### config.mk
export PLATFORM = sky130hd
export DESIGN_NAME = proj_gfm_scorer
export DESIGN_NICKNAME = d
export VERILOG_FILES = /design/src/rtl/proj_pkg.sv /design/src/rtl/proj_popcount.sv /design/src/rtl/proj_gfm_scorer.sv
export SDC_FILE = /design/constraint.sdc
export NUM_CORES = 1
export LEC_CHECK = 0
export BUFFER_PORTS_ARGS = -buffer_cell sky130_fd_sc_hd__buf_2
export CAP_MARGIN = 20
export CORE_AREA = 2 2 161 163
export CTS_CLUSTER_SIZE = 25
export DETAILED_ROUTE_END_ITERATION = 10
export DIE_AREA = 0 0 163 165
export GPL_TIMING_DRIVEN = 0
export PLACE_DENSITY = 0.9
export SYNTH_ARGS = -nofsm -noshare
export SYNTH_HDL_FRONTEND = slang
export SYNTH_SLANG_ARGS = --single-unit
### constraint.sdc
create_clock -name clk -period 16 [get_ports clk]
set_clock_uncertainty 0.1 [all_clocks]
set_input_delay 0.8 -clock clk [delete_from_list [all_inputs] [get_ports clk]]
set_output_delay 0.8 -clock clk [all_outputs]
set_load 0.05 [all_outputs]
### src/rtl/proj_pkg.sv
// Shared widths, counts and state types for the GFM pipeline stages.
package proj_pkg;

  localparam int EXTENDER_OUT_PART_LEN_ONE_HOT = 32;
  localparam int GFM_PARTS_COUNT = 8;
  localparam int SORTER_EXTENDER_INDICES_COUNT = 4;
  localparam int SIGNED_INDICE_LEN = 16;
  localparam int ONE_HOT_LEN = 4;
  localparam int SCORER_SCORE_BITS =
    $clog2(EXTENDER_OUT_PART_LEN_ONE_HOT * GFM_PARTS_COUNT
           / ONE_HOT_LEN + 1);

  typedef enum logic [1:0] {
    SC_IDLE,
    SC_SCORE,
    SC_DONE
  } scorer_state_t;

endpackage

### src/rtl/proj_popcount.sv
// Combinational population count over a WIDTH-bit vector.
module proj_popcount #(
  parameter int WIDTH = 32
) (
  input  logic [WIDTH-1:0]         bits,
  output logic [$clog2(WIDTH+1)-1:0] count
);

  localparam int CW = $clog2(WIDTH + 1);

  always_comb begin
    count = '0;
    for (int i = 0; i < WIDTH; i++) begin
      count = count + CW'(bits[i]);
    end
  end

endmodule

### src/rtl/proj_gfm_scorer.sv
// Scores streamed candidate fragments against a stored one-hot read
// and reports the best candidate index and matched-base count.
module proj_gfm_scorer
  import proj_pkg::*;
#(
  parameter int PART_ONE_HOT = EXTENDER_OUT_PART_LEN_ONE_HOT,
  parameter int PARTS_COUNT = GFM_PARTS_COUNT,
  parameter int CANDIDATES = SORTER_EXTENDER_INDICES_COUNT,
  parameter int IDX_LEN = SIGNED_INDICE_LEN,
  parameter int OH_LEN = ONE_HOT_LEN,
  parameter int READ_ONE_HOT = PART_ONE_HOT * PARTS_COUNT,
  parameter int SCORE_BITS = $clog2(READ_ONE_HOT / OH_LEN + 1)
) (
  input  logic                    clk,
  input  logic                    rst,
  input  logic                    in_start,
  input  logic [READ_ONE_HOT-1:0] in_read_gfm,
  input  logic                    in_valid,
  input  logic [PART_ONE_HOT-1:0] in_gfm,
  input  logic [IDX_LEN-1:0]      in_index,
  output logic                    out_valid,
  output logic [IDX_LEN-1:0]      out_best_index,
  output logic [SCORE_BITS-1:0]   out_best_score,
  output logic                    out_busy
);

  localparam int PART_BITS = $clog2(PART_ONE_HOT + 1);
  localparam int PI_W = $clog2(PARTS_COUNT);
  localparam int CI_W = $clog2(CANDIDATES);

  scorer_state_t state, state_nx;

  logic [READ_ONE_HOT-1:0] read_r;
  logic [PI_W-1:0]         part_idx;
  logic [CI_W-1:0]         cand_idx;
  logic [SCORE_BITS-1:0]   acc;
  logic [SCORE_BITS-1:0]   best_score;
  logic [IDX_LEN-1:0]      best_idx;

  logic [PART_ONE_HOT-1:0] read_part;
  logic [PART_ONE_HOT-1:0] match_bits;
  logic [PART_BITS-1:0]    part_score;
  logic [SCORE_BITS-1:0]   total;
  logic [SCORE_BITS-1:0]   nb_score;
  logic [IDX_LEN-1:0]      nb_idx;
  logic                    accept;
  logic                    last_part;
  logic                    last_cand;

  assign read_part = read_r[part_idx*PART_ONE_HOT +: PART_ONE_HOT];
  assign match_bits = in_gfm & read_part;

  proj_popcount #(
    .WIDTH(PART_ONE_HOT)
  ) u_pop (
    .bits (match_bits),
    .count(part_score)
  );

  assign total = acc + SCORE_BITS'(part_score);
  assign last_part = (part_idx == PI_W'(PARTS_COUNT - 1));
  assign last_cand = (cand_idx == CI_W'(CANDIDATES - 1));
  assign accept = (state == SC_SCORE) && in_valid && !in_start;

  // Strict compare: the earliest candidate keeps a tie.
  assign nb_score = (total > best_score) ? total : best_score;
  assign nb_idx = (total > best_score) ? in_index : best_idx;

  always_ff @(posedge clk) begin
    if (rst) state <= SC_IDLE;
    else     state <= state_nx;
  end

  always_comb begin
    state_nx = state;
    unique case (state)
      SC_IDLE:  if (in_start) state_nx = SC_SCORE;
      SC_SCORE: begin
        if (in_start)
          state_nx = SC_SCORE;
        else if (accept && last_part && last_cand)
          state_nx = SC_DONE;
      end
      SC_DONE:  state_nx = in_start ? SC_SCORE : SC_IDLE;
      default:  state_nx = SC_IDLE;
    endcase
  end

  always_comb begin
    out_valid = (state == SC_DONE);
    out_busy = (state == SC_SCORE);
  end

  always_ff @(posedge clk) begin
    if (rst) begin
      read_r <= '0;
      part_idx <= '0;
      cand_idx <= '0;
      acc <= '0;
      best_score <= '0;
      best_idx <= '0;
      out_best_index <= '0;
      out_best_score <= '0;
    end else begin
      unique case (1'b1)
        in_start: begin
          read_r <= in_read_gfm;
          part_idx <= '0;
          cand_idx <= '0;
          acc <= '0;
          best_score <= '0;
          best_idx <= '0;
        end
        accept && last_part: begin
          best_score <= nb_score;
          best_idx <= nb_idx;
          acc <= '0;
          part_idx <= '0;
          cand_idx <= cand_idx + 1'b1;
          if (last_cand) begin
            out_best_index <= nb_idx;
            out_best_score <= nb_score;
          end
        end
        accept && !last_part: begin
          acc <= total;
          part_idx <= part_idx + 1'b1;
        end
        default: ;
      endcase
    end
  end

endmodule

Yosys cells after proc, flatten, opt, wreduce, memory -nomap -nowiden
Index checks and enable logic that the tools add are counted.
{"block": "op_classes", "add_sub_neg": 34, "multipliers": 0, "n_div": 0, "order_cmp": 1, "eq_ne": 6, "n_shift": 1, "n_mux": 12, "bitwise_logic": 1, "reduce_logical": 13}
{"operator": "256-bit by 9-bit indexed part select with 32-bit output", "count": 1}
{"operator": "6-bit by 1-bit adder with 6-bit output", "count": 30}
{"operator": "32-bit AND", "count": 1}
{"operator": "16-bit one-hot mux with 2 select lines", "count": 1}
{"operator": "7-bit one-hot mux with 2 select lines", "count": 2}
{"operator": "16-bit 2-to-1 mux", "count": 1}
{"operator": "7-bit by 6-bit adder with 7-bit output", "count": 1}
{"operator": "7-bit > comparator", "count": 1}
{"operator": "7-bit 2-to-1 mux", "count": 1}
{"operator": "2-bit 2-to-1 mux", "count": 3}
{"operator": "2-bit one-hot mux with 3 select lines", "count": 1}
{"operator": "3-bit one-hot mux with 2 select lines", "count": 1}
{"operator": "1-bit logical AND", "count": 5}
{"operator": "2-bit equality test (second input constant)", "count": 2}
{"operator": "2-bit one-hot mux with 2 select lines", "count": 1}
{"operator": "2-bit AND reduction", "count": 2}
{"operator": "2-bit nonzero test", "count": 2}
{"operator": "3-bit by 1-bit adder with 3-bit output (second input constant)", "count": 1}
{"operator": "3-bit equality test (second input constant)", "count": 1}
{"operator": "3-bit by 2-bit != test with 1-bit output (second input constant)", "count": 1}
{"operator": "1-bit by 1-bit adder with 2-bit output", "count": 1}
{"operator": "2-bit by 1-bit adder with 2-bit output (second input constant)", "count": 1}
{"operator": "2-bit by 1-bit equality test with 1-bit output (second input constant)", "count": 1}
{"operator": "1-bit zero test", "count": 2}
{"operator": "4 further kinds", "count": 4}
{"block": "word_totals", "regBits": 316, "latchBits": 0, "ramBits": 0, "romBits": 0, "input_bits": 308, "wordCells": 77, "n_memories": 0}

Logic depth before layout (Yosys ltp)
{"block": "logic_depth", "word_depth": 37, "mapped_depth": 35, "mapped_depth_nobuf": 31}

Modules after synthesis
A second synthesis with hierarchy kept.
{"block": "hier_totals", "hier_cells": 1405, "hier_area_um2": 14756.7}
{"mod": "proj_gfm_scorer", "n_inst": 1, "cells_each": 1334, "area_each_um2": 14005.9, "seq_area_each_um2": 6326.1}
{"mod": "proj_popcount", "n_inst": 1, "cells_each": 71, "area_each_um2": 750.7, "seq_area_each_um2": 0.0}

Worst setup path before layout
Ideal clock, no wire load.
{"block": "synth_timing", "path_type": "register to register", "start": "reg part_idx[0]", "end": "reg out_best_score[5]", "setup_ns": 0.142, "arrival_time_ns": 8.341, "setup_slack_ns": 7.417, "stages_incl_launch_ff": 27, "path_buffers": 4, "synth_period_minus_slack_ns": 8.583, "cell_sequence": "dfxtp_1 > buf_2 > buf_2 > mux4_2 > mux2_2 > nand2_1 > fa_1 > fa_1 > fa_1 > fa_1 > fa_1 > fa_1 > fa_1 > fa_1 > inv_1 > fa_1 > and3_1 > o21a_1 > o311ai_2 > ha_1 > nand4_1 > a21oi_2 > or4_1 > buf_4 > buf_2 > nand3_1 > a311oi_1"}
{"block": "synth_via", "elab_chain_len": 36, "elab_cells_between_ends": 39, "cone_classes": "add/sub: 32; order compare: 1; eq/ne: 1; shift: 1; mux: 1; bitwise: 1; reduce/logical: 2"}
{"element": "from (decl)", "line": "proj_gfm_scorer.sv:34", "rtl": "logic [PI_W-1:0] part_idx;"}
{"element": "from (signal assigned)", "line": "proj_gfm_scorer.sv:127", "rtl": "part_idx <= part_idx + 1'b1;"}
{"element": "256-bit by 9-bit indexed part select with 32-bit output", "line": "proj_gfm_scorer.sv:50", "rtl": "assign read_part = read_r[part_idx*PART_ONE_HOT +: PART_ONE_HOT];"}
{"element": "32-bit AND", "line": "proj_gfm_scorer.sv:51", "rtl": "assign match_bits = in_gfm & read_part;"}
{"element": "1-bit by 1-bit adder with 2-bit output", "line": "proj_popcount.sv:14", "rtl": "count = count + CW'(bits[i]);"}
{"element": "6-bit by 1-bit adder with 6-bit output (30 in a row)", "line": "proj_popcount.sv:14"}
{"element": "7-bit by 6-bit adder with 7-bit output", "line": "proj_gfm_scorer.sv:60", "rtl": "assign total = acc + SCORE_BITS'(part_score);"}
{"element": "7-bit > comparator", "line": "proj_gfm_scorer.sv:66", "rtl": "assign nb_score = (total > best_score) ? total : best_score;"}
{"element": "7-bit 2-to-1 mux", "line": "proj_gfm_scorer.sv:66"}
{"element": "to (signal assigned)", "line": "proj_gfm_scorer.sv:122", "rtl": "out_best_score <= nb_score;"}
{"element": "to (decl)", "line": "proj_gfm_scorer.sv:23", "rtl": "output logic [SCORE_BITS-1:0] out_best_score,"}
Parallel ways exist; a longest one is shown, timed or not.
A chain may end at the register's enable or synchronous reset.

Worst setup path in the final report
{"block": "layout_timing", "start": "reg part_idx[1]", "end": "reg out_best_index[13]"}
{"block": "layout_via", "elab_chain_len": 36, "elab_cells_between_ends": 39, "cone_classes": "add/sub: 32; order compare: 1; eq/ne: 1; shift: 1; mux: 1; bitwise: 1; reduce/logical: 2"}
{"element": "256-bit by 9-bit indexed part select with 32-bit output", "line": "proj_gfm_scorer.sv:50"}
{"element": "32-bit AND", "line": "proj_gfm_scorer.sv:51"}
{"element": "1-bit by 1-bit adder with 2-bit output", "line": "proj_popcount.sv:14"}
{"element": "6-bit by 1-bit adder with 6-bit output (30 in a row)", "line": "proj_popcount.sv:14"}
{"element": "7-bit by 6-bit adder with 7-bit output", "line": "proj_gfm_scorer.sv:60"}
{"element": "7-bit > comparator", "line": "proj_gfm_scorer.sv:67", "rtl": "assign nb_idx = (total > best_score) ? in_index : best_idx;"}
{"element": "16-bit 2-to-1 mux", "line": "proj_gfm_scorer.sv:67"}
{"element": "to (signal assigned)", "line": "proj_gfm_scorer.sv:121", "rtl": "out_best_index <= nb_idx;"}
{"element": "to (decl)", "line": "proj_gfm_scorer.sv:22", "rtl": "output logic [IDX_LEN-1:0] out_best_index,"}
Parallel ways exist; a longest one is shown, timed or not.

==> run_results.csv <==
group,metric,value,unit
yosys,yosys_warnings,0,
timing,fmax,100.6,MHz
placed_design,portBuffers,330,
power_and_ir_drop,combinationalPowerShare,31.2,%
global_routing,grt_max_degree,14,
routing,viasPerCell,5.970,
global_routing,gr-usage-all-layers,34.43,%
setup_path,worst-path-buf-inv,5,
power_and_ir_drop,internal_power,1.612,mW
power_and_ir_drop,power_frac_seq,34.5,%
cts,clock-sinks,316,
run_status,status,"completed",
setup_path,rrSetupSlack,6.06,ns
yosys,synth.avg_cell_area,10.47,µm²
timing,setup_viol,0,
timing,final_max_slew_viol_count,0,
die,fp-row-count,58,
cts,path_clk_slew,0.06,ns
cts,cts_htree_levels,2,
cts,cts_tree,"yes",
die,start_util,58.71,%
placed_design,dp_hpwl,35230,µm
setup_path,cp_max_fo,10,
yosys,syn-cell-area,14700,µm²
routing,drt_iter0_markers,1178,
power_and_ir_drop,clock_power_share,34.3,%
setup_path,cp_common_cell,"fa_1",
power_and_ir_drop,power_leakage,8.222,nW
worst_hold_path,hold_path_class,"reg2reg",
timing,min_period_over_period,62.13,%
power_and_ir_drop,swShare,34.49,%
cts,cts_resized,0,
power_and_ir_drop,total_power,2.461,mW
run,drv_cap,0,
setup_path,crit_end,"out_best_index[13]",
power_and_ir_drop,powerDensity,136.5,nW/µm²
global_routing,grt_overflow,0,
timing,tns,0,ns
setup_path,crit-reg2reg-capture,"out_best_index[13]",
setup_path,crit_start,"part_idx[1]",
die,core-area,25040,µm²
global_routing,grt_pass1_wl,69850,µm
routing,dr.pass1.iters,6,
die,io_pins,333,
die,fp.dieH,165,µm
yosys,synth_edf_count,0,
yosys,synth_ff_type,"dfxtp_1",
setup_path,crit_arrival,10.20,ns
setup_path,r2r-start,"part_idx[1]",
setup_path,path_class,"reg2reg",
routing,vias,12830,
power_and_ir_drop,ir_drop,171.4,µV
yosys,synth_top_area_cell,"dfxtp_1",
yosys,syn-num-nets,1761,
placed_design,gp_congestion,0.9184,
cts,cts-root-buf,"clkbuf_16",
cts,cts_setup_buffers,0,
yosys,yosys-top-cells-area,"dfxtp_1 (43%), mux2i_1 (18%), mux4_2 (9.8%)",
finish,area_growth,22.65,%
setup_path,max_stage_delay,0.87,ns
finish,fin_nets,2128,
timing,relSlewSlack,24.93,%
routing,wl_per_cell,22.20,µm
setup_path,reg2regPathDepth,28,
setup_path,path_delay_family,"adder cells",
timing,fin_crit,9.941,ns
global_routing,grt_pass1_vias,12911,
setup_path,cp-end-kind,"flop",
routing,drc,0,
setup_path,cp.required,16.26,ns
yosys,synth-seq-area-share,43.04,%
timing,timing_hold_violations_final,0,
setup_path,start_kind,"flop",
routing,ant_nets,0,
global_routing,antenna_found_initial,28,
finish,drive_gt1_share,29.62,%
power_and_ir_drop,p_switching,848.7,µW
cts,clockBufferDepth,3,
setup_path,slowest_stage,"buf_1",
cts,numCtsBuffers,35,
yosys,netlist_instances,1404,
yosys,ys_top_cells_by_count,"dfxtp_1 (316), nor2_1 (297), mux2i_1 (261)",
yosys,synth_top_area_share,43.04,%
yosys,async_reset_ff_share,0,%
cts,hold_buffers,0,
timing,rsz0062_at_grt,"false",
yosys,synth.most_common_cell,"dfxtp_1",
cts,clk_latency,0.52,ns
timing,worst_pin_slew,1.126,ns
yosys,ys_ff_latch,316,
die,die_area,26900,µm²
yosys,synth_cell_types,45,
die,fp.dieW,163,µm
routing,wirelength,47710,µm
setup_path,cp.depth,28,
[per-stage QoR]
stage | utilization, % | setup slack, ns | area, µm² | std cells | hold WS, ns
finish | 72.01 | 6.059 | 18030 | 2149 | 0.3568
floorplan | - | 7.417 | 14700 | 1404 | 0.3286
global route | 71.91 | 5.750 | 18000 | 2139 | 0.3882
CTS | 71.78 | 6.229 | 17970 | 2126 | 0.3570
global placement | 66.96 | 6.331 | 16760 | 2064 | 0.3382
detailed placement | 66.96 | 6.260 | 16760 | 2064 | 0.3490
[logic make-up (layout without fill, tap and decap cells)]
family,after synthesis,count (layout),share of synthesized area [%]
AOI/OAI and AO/OA,123,123,5.627
xor gates and xnor gates,5,5,0.2980
adders and majority gates,49,49,5.448
buffers and inverters,151,543,4.324
DFF,316,316,43.04
muxes,353,353,29.72
other,0,23,0
and+or+nand+nor,407,407,11.54
[area by class of cell]
| type | count | area (µm²) |
|---|---|---|
| Fill cell | 1736 | 7008 |
| Multi-Input combinational cell | 937 | 7737 |
| Clock inverter | 10 | 155.1 |
| Timing Repair Buffer | 330 | 1652 |
| Inverter | 44 | 165.2 |
| Antenna cell | 23 | 57.56 |
| Buffer | 107 | 470.5 |
| Sequential cell | 316 | 6326 |
| Clock buffer | 52 | 1052 |
| Tap cell | 330 | 412.9 |
[registers in the layout, indices dropped and copies added, names as in the netlist]
name            cells
best_idx           16
out_best_index     16
acc                 7
state               2
cand_idx            2
read_r            256
part_idx            3
best_score          7
out_best_score      7
[cell usage in the layout (no fill, tap or decap), drive strengths merged, types with 33 or more instances in the layout]
master | Yosys | final
dfxtp | 316 | 316
mux2i | 261 | 261
clkbuf | 47 | 99
mux4 | 64 | 64
nand2 | 33 | 33
inv | 44 | 44
buf | 60 | 390
a21oi | 33 | 33
nand3 | 48 | 48
nor2 | 298 | 298
[worst reg2reg max path, delay by kind of cell (launching register included)]
kind,cells,cell delay (ns)
adders and majority gates,10,4.84
buffers and inverters,5,1.65
and+or+nand+nor,5,1.22
muxes,2,0.72
AOI/OAI and AO/OA,5,0.71
DFF,1,0.39
xor gates and xnor gates,1,0.15
[worst min-delay path by stage]
stage | start | end | cells past startpoint
detailed placement | state[1] | state[0] | 1
floorplan | state[1] | state[0] | 1
finish | state[1] | state[0] | 1
global placement | state[1] | state[0] | 1
global route | state[1] | state[0] | 1
CTS | state[1] | state[0] | 1
[metal layers]
metal / part of all wire, % / global-route usage (%) / up-vias / wire [µm]
met5: 0.19 / 0 / - / 91
met4: 5.4 / 18.74 / 16 / 2598
met2: 48 / 57.22 / 793 / 22730
met1: 37 / 40.50 / 6152 / 17570
li1: - / - / 5677 / -
met3: 9.9 / 9.694 / 192 / 4720
[power by group through the flow]
stage	logic, mW	registers [mW]	clock network, mW
final	0.768	0.849	0.843
after detailed placement	0.747	0.864	0
after global placement	0.725	0.861	0
after floorplan	0.534	0.856	0
after CTS	0.754	0.848	0.844
after global routing	0.828	0.852	0.878
Power figures use the tool's default switching activity.
